### src/rtl/msgpass_waddr_gen_pkg.sv
// msgpass_waddr_gen_pkg: sizing constants and FSM state type for the message-pass write path
package msgpass_waddr_gen_pkg;
  localparam int MSGPASS_LAYER_NUM = 4;
  localparam int MSGPASS_ROW_NUM = 8;
  localparam int MEMSHARE_DRC_NUM = 4;
  localparam int MSGPASS_BUFF_ADDR_WIDTH = 6;
  localparam int MSGPASS_SHARE_BASE = MSGPASS_LAYER_NUM * MSGPASS_ROW_NUM;
  typedef enum logic [1:0] {IDLE, RUN, DONE} waddr_state_t;
  function automatic int clog2_min1(input int n);
    return (n > 1) ? $clog2(n) : 1;
  endfunction
endpackage

### src/rtl/msgpass_waddr_gen_drc_enc.sv
// msgpass_waddr_gen_drc_enc: one-hot to binary DRC slot encoder, lowest set bit wins
module msgpass_waddr_gen_drc_enc
  import msgpass_waddr_gen_pkg::*;
#(
  parameter int N = MEMSHARE_DRC_NUM,
  parameter int SW = clog2_min1(N)
) (
  input  logic [N-1:0]  i_onehot,
  output logic [SW-1:0] o_slot,
  output logic          o_multi_hot
);
  always_comb begin
    o_slot = '0;
    for (int i = N - 1; i >= 0; i--) o_slot = i_onehot[i] ? SW'(i) : o_slot;
  end
  assign o_multi_hot = |(i_onehot & (i_onehot - 1'b1));
endmodule

### src/rtl/msgpass_waddr_gen.sv
// msgpass_waddr_gen: turns the SCU message stream into registered message-pass buffer writes,
// redirecting DRC-flagged words to the shared region
module msgpass_waddr_gen
  import msgpass_waddr_gen_pkg::*;
#(
  parameter int LAYER_NUM = MSGPASS_LAYER_NUM,
  parameter int ROW_NUM = MSGPASS_ROW_NUM,
  parameter int DRC_NUM = MEMSHARE_DRC_NUM,
  parameter int ADDR_WIDTH = MSGPASS_BUFF_ADDR_WIDTH,
  parameter int SHARE_BASE = LAYER_NUM * ROW_NUM,
  parameter int LID_W = clog2_min1(LAYER_NUM)
) (
  input  logic                  sys_clk,
  input  logic                  rst,
  input  logic                  wr_start_i,
  input  logic [LID_W-1:0]      layer_id_i,
  input  logic                  msg_valid_i,
  output logic                  msg_ready_o,
  input  logic [DRC_NUM-1:0]    is_drc_i,
  input  logic                  wr_stall_i,
  output logic [ADDR_WIDTH-1:0] waddr_o,
  output logic                  wen_o,
  output logic                  wdrc_o,
  output logic                  layer_done_o,
  output logic                  busy_o,
  output logic                  err_o
);
  localparam int RW = clog2_min1(ROW_NUM);
  localparam int SW = clog2_min1(DRC_NUM);
  waddr_state_t r_state;
  logic [LID_W-1:0] r_layer;
  logic [RW-1:0] r_row_cnt;
  logic [SW-1:0] w_slot;
  logic w_multi, w_drc, w_acc, w_last, w_load, w_bad_lid;
  logic [ADDR_WIDTH-1:0] w_norm, w_share;

  msgpass_waddr_gen_drc_enc #(.N(DRC_NUM), .SW(SW)) u_enc (
    .i_onehot(is_drc_i),
    .o_slot(w_slot),
    .o_multi_hot(w_multi)
  );

  assign msg_ready_o = (r_state == RUN) && !wr_stall_i;
  assign busy_o = r_state != IDLE;
  assign w_acc = msg_valid_i && msg_ready_o;
  assign w_last = 32'(r_row_cnt) == ROW_NUM - 1;
  // a start in DONE chains straight into the next layer without an IDLE bubble
  assign w_load = wr_start_i && (r_state != RUN);
  assign w_bad_lid = 32'(layer_id_i) >= LAYER_NUM;
  assign w_drc = |is_drc_i;
  assign w_norm = ADDR_WIDTH'(r_layer) * ADDR_WIDTH'(ROW_NUM) + ADDR_WIDTH'(r_row_cnt);
  assign w_share = ADDR_WIDTH'(SHARE_BASE) + ADDR_WIDTH'(w_slot);

  always_ff @(posedge sys_clk or posedge rst)
    if (rst) begin
      r_state <= IDLE;
      r_layer <= '0;
      r_row_cnt <= '0;
      waddr_o <= '0;
      wen_o <= 1'b0;
      wdrc_o <= 1'b0;
      layer_done_o <= 1'b0;
      err_o <= 1'b0;
    end else begin
      wen_o <= w_acc;
      wdrc_o <= w_acc && w_drc;
      layer_done_o <= w_acc && w_last;
      err_o <= err_o || (w_acc && w_multi) || (w_load && w_bad_lid);
      if (w_acc) waddr_o <= w_drc ? w_share : w_norm;
      if (w_load) begin
        r_state <= RUN;
        r_layer <= layer_id_i;
        r_row_cnt <= '0;
      end else if (r_state == DONE) r_state <= IDLE;
      else if (w_acc) begin
        r_row_cnt <= w_last ? '0 : r_row_cnt + 1'b1;
        r_state <= w_last ? DONE : RUN;
      end
    end
endmodule

### config.mk
export PLATFORM = sky130hd
export DESIGN_NAME = msgpass_waddr_gen
export DESIGN_NICKNAME = d
export VERILOG_FILES = /design/src/rtl/msgpass_waddr_gen_pkg.sv /design/src/rtl/msgpass_waddr_gen_drc_enc.sv /design/src/rtl/msgpass_waddr_gen.sv
export SDC_FILE = /design/constraint.sdc
export NUM_CORES = 1
export LEC_CHECK = 0
export CORE_MARGIN = 5
export CORE_UTILIZATION = 40
export DETAILED_ROUTE_END_ITERATION = 12
export GPL_TIMING_DRIVEN = 0
export PLACE_DENSITY = 0.71
export SETUP_SLACK_MARGIN = 0.1
export SLEW_MARGIN = 30
export SYNTH_ARGS = -nofsm -noshare
export SYNTH_HDL_FRONTEND = slang
export SYNTH_SLANG_ARGS = --single-unit
### constraint.sdc
create_clock -name sys_clk -period 1.29 [get_ports sys_clk]
set_input_delay 0.129 -clock sys_clk [delete_from_list [all_inputs] [get_ports sys_clk]]
set_output_delay 0.129 -clock sys_clk [all_outputs]
set_load 0.005 [all_outputs]
# Word level (Yosys, flattened, before mapping)
# Cells that the tools add are included.
[totals]
register_bits = 17
input_bits = 11
word_cells = 45
[op_classes]
addsub = 4
n_eq_ne = 5
muxes = 13
bitwise = 1
n_reduce_logical = 14
[op_table]
columns = ["op", "count"]
rows = [
  ["$mux W2", 8],
  ["$mux W3", 4],
  ["$reduce_or A4 Y1", 2],
  ["$add A5 B3 Y6", 1],
  ["$add A6 B2 Y6 const A", 1],
  ["$logic_and A1 B1 Y1", 6],
  ["$mux W6", 1],
  ["$and A4 B4 Y4", 1],
  ["$reduce_bool A2 Y1", 2],
  ["$sub A4 B1 Y4 const B", 1],
  ["$add A3 B1 Y3 const B", 1],
  ["$eq A3 B3 Y1 const B", 1],
  ["$reduce_bool A3 Y1", 1],
  ["$eq A2 B1 Y1 const B", 1],
  ["$eq A2 B2 Y1 const B", 1],
  ["$ne A2 B1 Y1 const B", 1],
  ["$ne A2 B2 Y1 const B", 1],
  ["$reduce_and A2 Y1", 1],
  ["$logic_not A1 Y1", 1],
  ["$logic_or A1 B1 Y1", 1],
]

# Depth between registers and ports, before layout
# Gate-level depths: netlist (run 1).
[logic_depth]
depth_word = 6
mapped_depth = 4
depth_no_buf = 4

# Cells and area by module
# Synthesis (run 1) repeated with hierarchy kept, for this count alone.
[hier_totals]
cells_unflattened = 66
area_unflattened_um2 = 764.5
[modules_own_cells]
columns = ["module", "n_inst", "cells_per_inst", "area_each_um2"]
rows = [
  ["msgpass_waddr_gen", 1, 58, 721.9],
  ["msgpass_waddr_gen_drc_enc", 1, 8, 42.5],
]

# Worst setup path before layout (run 1)
# Ideal clock, no wire load.
[synth_path]
path_type = "register to register"
startpoint = "register r_row_cnt[0]"
endpoint = "register r_row_cnt[0]"
setup_time_ns = 0.077
arrival_ns = 1.212
required_ns = 1.213
slack_ns = 0.000
path_stages_with_launch = 5
path_buffers = 0
synth_period_minus_slack_ns = 1.290
cell_sequence = "dfrtp_1 -> ha_1 -> ha_1 -> or3_1 -> a21oi_1"
[synth_between]
elab_chain_cells = 5
[synth_rtl]
columns = ["item", "line_no", "rtl"]
rows = [
  ["start: declaration", "msgpass_waddr_gen.sv:32", "logic [RW-1:0] r_row_cnt;"],
  ["start signal: assignment", "msgpass_waddr_gen.sv:76", "r_row_cnt <= w_last ? '0 : r_row_cnt + 1'b1;"],
  ["$add A3 B1 Y3 or $eq A3 B3 Y1 (tied branches)", "msgpass_waddr_gen.sv:76, msgpass_waddr_gen.sv:46", ""],
  ["$mux W3 *", "msgpass_waddr_gen.sv:76", ""],
  ["$mux W3 *", "msgpass_waddr_gen.sv:75", "else if (w_acc) begin"],
  ["$mux W3 *", "msgpass_waddr_gen.sv:74", "end else if (r_state == DONE) r_state <= IDLE;"],
  ["$mux W3 *", "msgpass_waddr_gen.sv:70", "if (w_load) begin"],
]
# Every way passes the cells marked *; elsewhere a longest branch is shown, timed or not. The select of a mux whose other input is x is not followed.
# A chain may end at the register's enable or synchronous reset.

# Worst setup path in the final report (run 1)
[layout_path]
startpoint = "register r_row_cnt[1]"
endpoint = "register r_row_cnt[0]"
[layout_between]
elab_chain_cells = 5
[layout_rtl]
columns = ["item", "line_no", "rtl"]
rows = [
  ["$eq A3 B3 Y1", "msgpass_waddr_gen.sv:46", "assign w_last = 32'(r_row_cnt) == ROW_NUM - 1;"],
  ["$mux W3", "msgpass_waddr_gen.sv:76", ""],
  ["$mux W3", "msgpass_waddr_gen.sv:75", ""],
  ["$mux W3", "msgpass_waddr_gen.sv:74", ""],
  ["$mux W3", "msgpass_waddr_gen.sv:70", ""],
]
# No other way between the ends. The select of a mux whose other input is x is not followed.

==> results.py, run 1 <==
metrics = {
    "clock_tree": {
        "cts_buffers": 3,
        "clk_latency_ps": 300,
        "clock_tree.root_cell": "clkbuf_4",
        "clock_path_buffers": 2,
        "clk_pin_slew_ps": 100,
        "htree_levels": 1,
        "cts_tree": "yes",
        "clock_sinks": 17,
    },
    "logic_synthesis": {
        "synthCells": 64,
        "synth-simple-area-share_pct": 17.57,
        "synth_ff_type": "dfrtp_1",
        "synth_top_family_by_area": "simple AND/OR/NAND/NOR gates",
        "yosysSeqAreaShare_pct": 55.83,
        "ys_warn_count": 0,
        "ys_seq_elements": 17,
        "synth-compound-area-share_pct": 14.12,
        "yosys.area_share.adder_pct": 4.598,
        "yosysUniqueCellTypes": 28,
        "yosys-mux-area-fraction_pct": 3.941,
        "synth_edf_count": 0,
        "async_flop_share_pct": 100.0,
        "syn_avg_cell_area_um2": 11.91,
        "synth_xor_xnor_area_share_pct": 0,
        "synth_area_um2": 762.0,
        "synthesis.nets": 77,
    },
    "timing": {
        "postLayoutSetupSlackWorst_ps": -3.365,
        "setup_violations": 1,
        "finClkSkew_ps": 2.718,
        "worst_pin_slew_ps": 637.6,
        "period_needed_ps": 1293,
        "slew_viol_final": 0,
        "fin_crit_sh_pct": 100.3,
        "fmax_ghz": 0.7732,
        "setup-tns-final_ps": -3.365,
        "slew_headroom_pct": 57.45,
        "rsz0062_at_grt": "true",
        "finalHoldViolCount": 0,
    },
    "setup_path": {
        "startpoint": "r_row_cnt[1]$_DFFE_PP0P_",
        "crit_fanout": 3,
        "critPathKind": "reg -> reg",
        "r2r_cells": 4,
        "endpoint": "r_row_cnt[0]$_DFFE_PP0P_",
        "critPathArrivalTime_ps": 1530,
        "r2r-start": "r_row_cnt[1]$_DFFE_PP0P_",
        "rr_endpoint": "r_row_cnt[0]$_DFFE_PP0P_",
        "start_kind": "flip-flop",
        "critPathRequiredTime_ps": 1530,
        "crit_path_end_kind": "flip-flop",
        "r2r_slack_ps": -3,
    },
    "drt": {
        "met1Wirelength_um": 755,
        "wirelength_um": 1681,
        "top_layer": "met4",
        "drt_iter0_drc": 7,
        "drc": 0,
        "wl_per_cell_um": 12.93,
        "num_vias": 622,
        "dr.pass1.iters": 4,
        "viasPerCell": 4.785,
        "wl_met3_um": 118,
        "postRouteAntennaNets": 0,
        "met2_length_um": 784,
    },
    "cells_and_area": {
        "mostFrequentLayoutCell": "dfrtp_1",
        "design_area_um2": 1240,
        "final_cells": 130,
        "nets": 119,
        "diodes": 0,
        "layout_common_cells": "dfrtp_1, buf_4, clkdlybuf4s50_1, dlygate4sd2_1, buf_6",
        "final_layout_size_suffix_gt1_share_pct": 40.95,
        "area_growth_pct": 62.73,
    },
    "placed_design": {
        "hpwl_um": 1085,
        "dp_cells": 111,
        "place_area_um2": 1036,
        "io_buffers": 22,
        "gp_congestion": 0.7136,
    },
    "die": {
        "fp.dieH_um": 53.65,
        "io_pins": 23,
        "start_util_pct": 43.19,
        "fp.dieW_um": 53.65,
        "core_area_um2": 1764,
        "rows": 15,
        "dieArea_um2": 2878,
    },
    "worst_hold_path": {
        "hold_path_class": "in -> async",
    },
    "power_and_ir_drop": {
        "power_leakage_nw": 0.6017,
        "power.density_nw_per_um2": 1441,
        "vdd_drop_max_mv": 0.7962,
    },
    "outcome": {
        "violations": "negative setup slack",
        "status": "complete, but fails checks",
    },
    "grt": {
        "track_usage_pct": 13.96,
        "gr-total-overflow": 0,
        "grt_antenna_before_repair": 0,
        "grt_pass1_wl_um": 2863,
        "grt_max_degree": 18,
        "grt_pass1_vias": 651,
    },
    "run": {
        "maxCapViolCount": 0,
    },
}
[what timing repair did]
| item | in CTS | in global routing |
|---|---|---|
| buffers inserted | 13 | 1 |
| cloned | 1 | 0 |
| resized for setup | 30 | 7 |
| pin swaps | 4 | 7 |
| endpoints found under the setup margin | 23 | 16 |
| hold buffers | 0 | 0 |
[metal layers]
layer	GRT usage, %	up-vias
met1	16.44	298
met5	0	-
met2	23.06	19
li1	-	303
met4	6.383	0
met3	4.432	2
[cells by family after synthesis]
| group | Yosys count |
|---|---|
| compound gates | 13 |
| simple gates | 24 |
| buf+inv | 5 |
| flops | 17 |
| mux | 2 |
| fa+ha+maj | 3 |
[power breakdown]
group	total [mW]	internal (mW)	switching, mW	leakage [nW]
clock network	0.292	0.116	0.176	0.0177
registers	0.759	0.657	0.102	0.210
logic	0.736	0.467	0.268	0.374
[sequential cells by signal (all words and copies together), names as in the netlist]
signal and count:
layer_done_o 1, waddr_o 6, wen_o 1, r_state 2, r_row_cnt 3, r_layer 2, wdrc_o 1, err_o 1
[metrics by stage]
step           hold WS, ps  utilization, %  power (mW)  worst slack [ps]
3_3_place_gp         460.3           58.72       1.249            -171.3
2_1_floorplan        55.07               -       1.057             68.43
6_report             208.6           70.28       1.786            -3.365
4_1_cts              224.5           68.01       1.735             12.59
3_5_place_dp         470.3           58.72       1.270            -193.8
5_1_grt              275.4           70.28       1.905            -47.88
[final cells by class]
type	instances	area [µm²]
plain buffers	2	22.52
well taps	25	31.28
multi-input cells	42	392.9
repair buffers	37	325.3
inverters	3	13.76
clock buffers	3	22.52
flip-flops and latches	17	426.7
clock inverters	1	5.005
fillers	142	524.3
[synthesized netlist by cell type, drive strengths merged (2+ instances only)]
cell type | instances | area [µm²]
a21oi | 3 | 15.01
a22o | 4 | 38.79
and2 | 2 | 12.51
buf | 2 | 18.77
dfrtp | 17 | 425.4
ha | 2 | 25.02
inv | 3 | 11.26
mux2 | 2 | 30.03
nand2 | 6 | 22.52
nor2 | 7 | 26.28
o21bai | 2 | 15.01
[worst max-delay path, cell delays in order (launching register included)]
cell	delay (ps)
dfrtp_1	410
ha_2	210
ha_4	170
or3_1	320
a21oi_2	130
[worst min path at each step]
stage / start / to / depth (start not counted)
after floorplan: rst / err_o$_DFF_PP0_ / 1
final: rst / waddr_o[5]$_DFFE_PP0P_ / 2
after CTS: rst / waddr_o[5]$_DFFE_PP0P_ / 2
after detailed placement: err_o$_DFF_PP0_ / err_o$_DFF_PP0_ / 1
after global placement: err_o$_DFF_PP0_ / err_o$_DFF_PP0_ / 1
after global routing: rst / wen_o$_DFF_PP0_ / 2
Power figures use the tool's default switching activity.
==> run 2: changes to the inputs <==
--- a/config.mk
+++ b/config.mk
@@ -5,11 +5,14 @@
 export SDC_FILE = /design/constraint.sdc
 export NUM_CORES = 1
 export LEC_CHECK = 0
+export CAP_MARGIN = 20
+export CELL_PAD_IN_SITES_DETAIL_PLACEMENT = 0
+export CELL_PAD_IN_SITES_GLOBAL_PLACEMENT = 1
 export CORE_MARGIN = 5
-export CORE_UTILIZATION = 40
+export CORE_UTILIZATION = 31
 export DETAILED_ROUTE_END_ITERATION = 12
 export GPL_TIMING_DRIVEN = 0
-export PLACE_DENSITY = 0.71
+export PLACE_DENSITY = 0.7
 export SETUP_SLACK_MARGIN = 0.1
 export SLEW_MARGIN = 30
 export SYNTH_ARGS = -nofsm -noshare
==> run 2 against run 1 <==
Effect of this change:
- the flow still finishes with violations (negative setup slack)
- clock skew is 1.3 ps lower
- via count is 2.6% lower
- setup slack worse by 17 ps
- clock-buffer cell count stayed put
- sequential share of layout area is 1.3 points higher
- utilization is 21 points lower
- die area is 23% higher
- wire length is 0.48% higher
- flip-flop and latch count stayed put
- fmax is 1.3% lower
- critical path type unchanged
- critical endpoint unchanged
==> results.py, run 2 (synthesized netlist as in run 1, its figures left out) <==
metrics = {
    "outcome": {
        "status": "complete, but fails checks",
        "violations": "negative setup slack",
    },
    "grt": {
        "grt_pass1_vias": 648,
        "grt_antenna_before_repair": 0,
        "track_usage_pct": 11.29,
        "grt_max_degree": 18,
        "gr-total-overflow": 0,
        "grt_pass1_wl_um": 2884,
    },
    "clock_tree": {
        "cts_tree": "yes",
        "clock_sinks": 17,
        "clock_tree.root_cell": "clkbuf_4",
        "clk_latency_ps": 300,
        "htree_levels": 1,
        "clock_path_buffers": 2,
        "clk_pin_slew_ps": 100,
        "cts_buffers": 3,
    },
    "timing": {
        "fin_crit_sh_pct": 101.6,
        "slew_headroom_pct": 55.96,
        "period_needed_ps": 1310,
        "finalHoldViolCount": 0,
        "finClkSkew_ps": 1.439,
        "setup-tns-final_ps": -20.32,
        "setup_violations": 1,
        "slew_viol_final": 0,
        "rsz0062_at_grt": "true",
        "worst_pin_slew_ps": 659.8,
        "fmax_ghz": 0.7632,
        "postLayoutSetupSlackWorst_ps": -20.32,
    },
    "placed_design": {
        "io_buffers": 22,
        "post-place-ws_ps": -195.5,
        "gp_congestion": 0.7355,
        "hpwl_um": 1121,
    },
    "setup_path": {
        "critPathRequiredTime_ps": 1520,
        "path_cells": "buf_6 -> nand4bb_4 -> or3_1 -> a21oi_1",
        "critPathArrivalTime_ps": 1540,
        "crit_buf_inv": 1,
        "crit_path_end_kind": "flip-flop",
        "r2r_cells": 4,
        "start_kind": "flip-flop",
        "critPathKind": "reg -> reg",
        "cp.depth": 4,
        "critPathTopFamily": "simple AND/OR/NAND/NOR gates",
        "cp_slowest_stage_delay_ps": 400,
        "slowest_stage": "dfrtp_1",
        "crit_fanout": 4,
    },
    "cells_and_area": {
        "diodes": 0,
        "reg.largest.list": "waddr_o: 6 flops, r_row_cnt: 3 flops",
        "area_growth_pct": 56.98,
        "regMostFlops": "waddr_o",
        "mostFrequentLayoutCell": "dfrtp_1",
        "final_layout_size_suffix_gt1_share_pct": 37.86,
        "nets": 117,
        "nFillCells": 234,
        "layout_common_cells": "dfrtp_1, buf_4, clkdlybuf4s50_1, dlygate4sd2_1",
        "largest_reg_flops": 6,
    },
    "drt": {
        "dr.pass1.iters": 2,
        "wirelength_um": 1689,
        "viasPerCell": 4.556,
        "drt_iter0_drc": 4,
        "num_vias": 606,
        "drc": 0,
        "postRouteAntennaNets": 0,
        "wl_per_cell_um": 12.70,
    },
    "worst_hold_path": {
        "hold_path_class": "in -> async",
    },
    "power_and_ir_drop": {
        "power.density_nw_per_um2": 1417,
        "power_leakage_nw": 0.5791,
        "vdd_drop_max_mv": 0.7987,
    },
    "run": {
        "maxCapViolCount": 0,
    },
    "die": {
        "rows": 18,
        "fp.dieH_um": 59.58,
        "io_pins": 23,
        "dieArea_um2": 3550,
        "start_util_pct": 31.62,
        "core_area_um2": 2410,
        "fp.dieW_um": 59.58,
    },
}
==> run 2: area by class of cell <==
type	count	area, µm²	share of cell area (%)
Buffer	1	11.26	0.9414
Clock buffer	3	22.52	1.883
Clock inverter	1	5.005	0.4184
Inverter	3	11.26	0.9414
Multi-Input combinational cell	42	365.4	30.54
Sequential cell	17	426.7	35.67
Tap cell	30	37.54	3.138
Timing Repair Buffer	36	316.6	26.46
==> run 2: final timing paths <==
path                                         from                        to  slack (ps)
max                        r_state[1]$_DFFE_PP0P_  r_row_cnt[0]$_DFFE_PP0P_         -20
max reg2reg                r_state[1]$_DFFE_PP0P_  r_row_cnt[0]$_DFFE_PP0P_         -20
max in group asynchronous                     rst    r_state[0]$_DFFE_PP0P_         620
min                                           rst           wen_o$_DFF_PP0_         210
min reg2reg                waddr_o[5]$_DFFE_PP0P_    waddr_o[5]$_DFFE_PP0P_         510
min in group sys_clk                layer_id_i[0]    r_layer[0]$_DFFE_PP0N_         430
==> run 2: metrics by stage <==
step / utilization [%] / power [mW] / std cells / hold slack, ps / instance area (µm²)
after floorplan: - / 1.057 / 64 / 55.07 / 784.5
after global placement: 43.25 / 1.257 / 116 / 463.9 / 1042
after detailed placement: 43.25 / 1.267 / 116 / 479.2 / 1042
after CTS: 49.07 / 1.696 / 133 / 234.2 / 1182
after global routing: 49.64 / 1.827 / 133 / 265.9 / 1196
final: 49.64 / 1.695 / 133 / 207.9 / 1196
==> run 2: layer usage <==
layer / GRT usage, % / part of all wire (%) / up-vias / wire length (µm)
li1: - / - / 302 / -
met3: 3.922 / 7.3 / 5 / 124
met2: 16.22 / 42 / 20 / 706
met1: 13.71 / 47 / 279 / 796
met4: 8.544 / 3.7 / 0 / 62
met5: 0 / 0 / - / 0
==> run 2: power breakdown <==
part           switching [mW]  total, mW  internal [mW]
registers              0.0780      0.735          0.657
clock network           0.181      0.296          0.116
logic                   0.252      0.664          0.412
==> run 2: repair_timing <==
action                                  4_1_cts  5_1_grt
gates resized for setup                      27        3
buffers inserted                             13        1
hold buffers                                  0        0
pin swaps                                     3        1
endpoints found under the setup margin       23       16
